`src/rtl/ula_bits.sv`:
```
// ula_bits: registered ALU built from WIDTH one-bit slices chained by a
// ripple carry (ADD) or ripple borrow (SUB). Logic operations drive the
// chain to zero so carry_out is only ever set by ADD or SUB.

// One bit of the ALU: result bit plus carry/borrow handed to the next slice.
module ula_bits_slice (
    input  logic       a,
    input  logic       b,
    input  logic       cin,
    input  logic [2:0] sel,
    output logic       r,
    output logic       cout
);

    // Per-bit operation and carry/borrow generation
    always_comb begin
        r    = 1'b0;
        cout = 1'b0;
        case (sel)
            3'b000: begin
                r    = a & b;
                cout = 1'b0;
            end
            3'b001: begin
                r    = a | b;
                cout = 1'b0;
            end
            3'b010: begin
                r    = ~a;
                cout = 1'b0;
            end
            3'b011: begin
                r    = ~(a & b);
                cout = 1'b0;
            end
            3'b100: begin
                // Full adder
                r    = a ^ b ^ cin;
                cout = (a & b) | (cin & (a ^ b));
            end
            3'b101: begin
                // Full subtractor: a - b - bin, borrow out when the bit underflows
                r    = a ^ b ^ cin;
                cout = (~a & b) | (~(a ^ b) & cin);
            end
            default: begin
                // Reserved codes produce zero on both outputs
                r    = 1'b0;
                cout = 1'b0;
            end
        endcase
    end

endmodule

module ula_bits #(
    parameter int WIDTH = 8
) (
    input  logic             clk,
    input  logic             rst,
    input  logic [WIDTH-1:0] A,
    input  logic [WIDTH-1:0] B,
    input  logic             carry_in,
    input  logic [2:0]       seletor,
    output logic [WIDTH-1:0] resultado,
    output logic             carry_out
);

    // chain_s[i] is the carry/borrow entering slice i; chain_s[WIDTH] leaves the MSB
    logic [WIDTH:0]   chain_s;
    logic [WIDTH-1:0] result_s;

    assign chain_s[0] = carry_in;

    genvar gi;
    generate
        for (gi = 0; gi < WIDTH; gi = gi + 1) begin : g_slice
            ula_bits_slice u_slice (
                .a    (A[gi]),
                .b    (B[gi]),
                .cin  (chain_s[gi]),
                .sel  (seletor),
                .r    (result_s[gi]),
                .cout (chain_s[gi+1])
            );
        end
    endgenerate

    // Output registers: capture the slice results each edge, cleared by reset
    always_ff @(posedge clk) begin
        if (rst) begin
            resultado <= {WIDTH{1'b0}};
            carry_out <= 1'b0;
        end else begin
            resultado <= result_s;
            carry_out <= chain_s[WIDTH];
        end
    end

endmodule

```
`config.mk`:
```
export PLATFORM = sky130hd
export DESIGN_NAME = ula_bits
export DESIGN_NICKNAME = d
export VERILOG_FILES = /design/src/rtl/ula_bits.sv
export SDC_FILE = /design/constraint.sdc
export NUM_CORES = 1
export LEC_CHECK = 0
export CAP_MARGIN = 20
export CORE_ASPECT_RATIO = 0.8
export CORE_MARGIN = 2
export CORE_UTILIZATION = 45
export CTS_CLUSTER_DIAMETER = 200
export DETAILED_ROUTE_END_ITERATION = 12
export GPL_ROUTABILITY_DRIVEN = 0
export PLACE_DENSITY = 0.72
export SLEW_MARGIN = 20
export SYNTH_ARGS = -nofsm -noshare
export SYNTH_HDL_FRONTEND = slang
export SYNTH_SLANG_ARGS = --single-unit
```
`constraint.sdc`:
```
create_clock -name clk -period 14 [get_ports clk]
set_input_delay 2.1 -clock clk [delete_from_list [all_inputs] [get_ports clk]]
set_output_delay 2.1 -clock clk [all_outputs]
set_load 0.005 [all_outputs]
```
==> metrics <==
outcome=finished clean; Initial Util=47.2%; area leader, netlist=fa_1; vias per cell=between 5 and 6; # DRC=0; number of buffers created by CTS=3; Slew Limit Headroom=36.7%; Peak supply drop=29.8 µV; crit start category=input pin; pre-CTS WS=about 5 ns; Worst Path Required=roughly 14 ns; Diodes inserted=0; most common flop cell mapped by yosys=dfxtp_1; CTS tree=yes; Final ANT Viol Nets=0; Setup CP Type=input pin to flop; HP Class=input pin to flop; Critical Path Start=seletor[1]; Slew Limit Fails=0; post-synthesis cell area=about 1500 µm²; full die area=about 3700 µm²; setup bufs post-CTS=0; crit path DAT=a little under 9 ns; crit end category=flop; Final Hold Slack=2.63 ns; chip height=approximately 55 µm; PnR worst setup slack=about 5.3 ns; sequential share of the synthesized area=between 10% and 20%; final WL=2780 µm; Final Critical Period=approximately 8.7 ns; DRT iter0 DRCs=63; post-CTS sizing=0; Clk pin slew, worst setup/hold paths=around 0.05 ns; Yosys warning count=0; layout cell share with drive strength beyond 1=about 5.4%; Core Area=3090 µm²; Least-Margin Pin Slew=between 0.9 and 1 ns; RSZ-0062 raised after global routing=false; initial antenna violation count=0; vias in the first global route=approximately 1200; Mean Syn Cell Area=around 9 µm²; largest net degree at the start of global routing=38; Final Instance Area=1760 µm²; synth unique cells=27; DIE WIDTH=roughly 68 µm; IO Port Bufs=30; Hold Crit Start=rst; Detailed Routing Iterations Pass 1=4; total track usage=about 17%; Synth async-reset ratio=0%; cts hold-fix bufs=0; Setup TNS Final=0 ns; top post-synthesis cells by area=fa_1, ha_1, dfxtp_1; H-tree Lvls=1; reported max-cap violation count=0; post-DP HPWL=2170 µm; grt ovf=0; Final Cycle Share=a little over 60%; Synth top area share=22.0%; flops & latches, synth=9; area of the multi-input gates=around 1100 µm²; Setup-failing EPs final=0; CTS root buffer=clkbuf_8; Fill cells=around 280; nets=239; EDFF count, synth=0; critical path fanouts, max=30; syn_nets=around 210; top-count cell post-synth=inv_1; total number of vias=1176; # rows=18; cell area power density=between 50 and 60 nW/µm²; Post-DP Area=approximately 1700 µm²; sequential cell area=180 µm²; Static Leak=about 0.75 nW; FMAX=115 MHz; Layout area overhead=21.0%; Mapped Cells=158; first-pass GRT wire length=around 4700 µm; Commonest cells post-synth=inv_1, fa_1, ha_1, nor2_1, nand2_1; count of final hold-check violations=0; CTS Sinks=9; Avg WL per Cell=between 10 and 15 µm; CTS Buffer Depth=2; Ports=31
area by class of cell:
class	count	area share (%)
clock buffer	4	2.56
timing repair buffer	31	17.5
inverter	21	4.47
multi-input combinational	119	62.4
sequential	9	10.2
tap	40	2.84
layout by cell type (no fill, tap or decap), drive strengths merged:
| master | count |
|---|---|
| a21oi | 5 |
| ha | 16 |
| nor2 | 15 |
| a22o | 4 |
| mux2i | 6 |
| a2111oi | 5 |
| o21ai | 7 |
| nand2b | 5 |
| o311a | 4 |
| a21o | 1 |
| clkbuf | 4 |
| nand2 | 11 |
| buf | 1 |
| fa | 16 |
| dfxtp | 9 |
| o221ai | 4 |
| inv | 21 |
| clkdlybuf4s50 | 30 |
| mux2 | 1 |
| nor2b | 8 |
| a311oi | 4 |
| nand3 | 4 |
| and2 | 1 |
| and2b | 2 |
routing by layer:
layer	track usage (%)	wire, µm	vias up
met5	0	0	-
li1	-	-	576
met4	6.46	24	0
met1	19.1	1270	568
met3	3.91	111	4
met2	31.2	1370	28
registers in the layout (all words and copies together) (netlist names):
signal / cells
carry_out: 1
resultado: 8
cells by family (layout without fill, tap and decap cells):
group           Yosys count  in the layout  share of synthesized area [%]
simple gates             46             46                           15.1
compound gates           34             34                           19.8
mux                       7              7                           4.90
flops                     9              9                           12.4
fa+ha+maj                32             32                           35.7
buf+inv                  30             56                           12.1
worst max-delay path, stage by stage:
cell and delay [ns]:
clkdlybuf4s50_1 0.90, nor2b_1 0.71, nand2_1 0.21, fa_1 0.41, mux2i_1 0.14, nand2_1 0.12
fa_1 0.41, mux2i_1 0.13, nand2_1 0.12, fa_1 0.40, mux2i_1 0.16, nand2_1 0.12
fa_1 0.41, mux2i_1 0.14, nand2_1 0.11, fa_1 0.40, mux2i_1 0.13, nand2_1 0.12
fa_1 0.41, mux2i_1 0.13, nand2_1 0.12, fa_1 0.54, nor2_1 0.05, o311a_1 0.33
report_power, final:
| group | leakage [nW] | switching [W] | total [W] | internal [W] |
|---|---|---|---|---|
| Sequential | 0.0743 | 0.000000418 | 0.0000280 | 0.0000275 |
| Clock | 0.0228 | 0.0000113 | 0.0000313 | 0.0000199 |
| Combinational | 0.654 | 0.0000201 | 0.0000395 | 0.0000194 |
worst paths after layout:
path / cells after the start / to
worst min-delay path: 2 / resultado[2]
worst max-delay path: 24 / resultado[7]
per-stage QoR:
| step | utilization [%] | cells | total power [W] |
|---|---|---|---|
| after floorplan | - | 158 | 0.0000540 |
| after global routing | 57.1 | 224 | 0.000106 |
| after global placement | 55.6 | 220 | 0.0000662 |
| final | 57.1 | 224 | 0.0000987 |
| after detailed placement | 55.6 | 220 | 0.0000681 |
| after CTS | 57.1 | 224 | 0.000100 |
(Power assumes the default switching activity.)
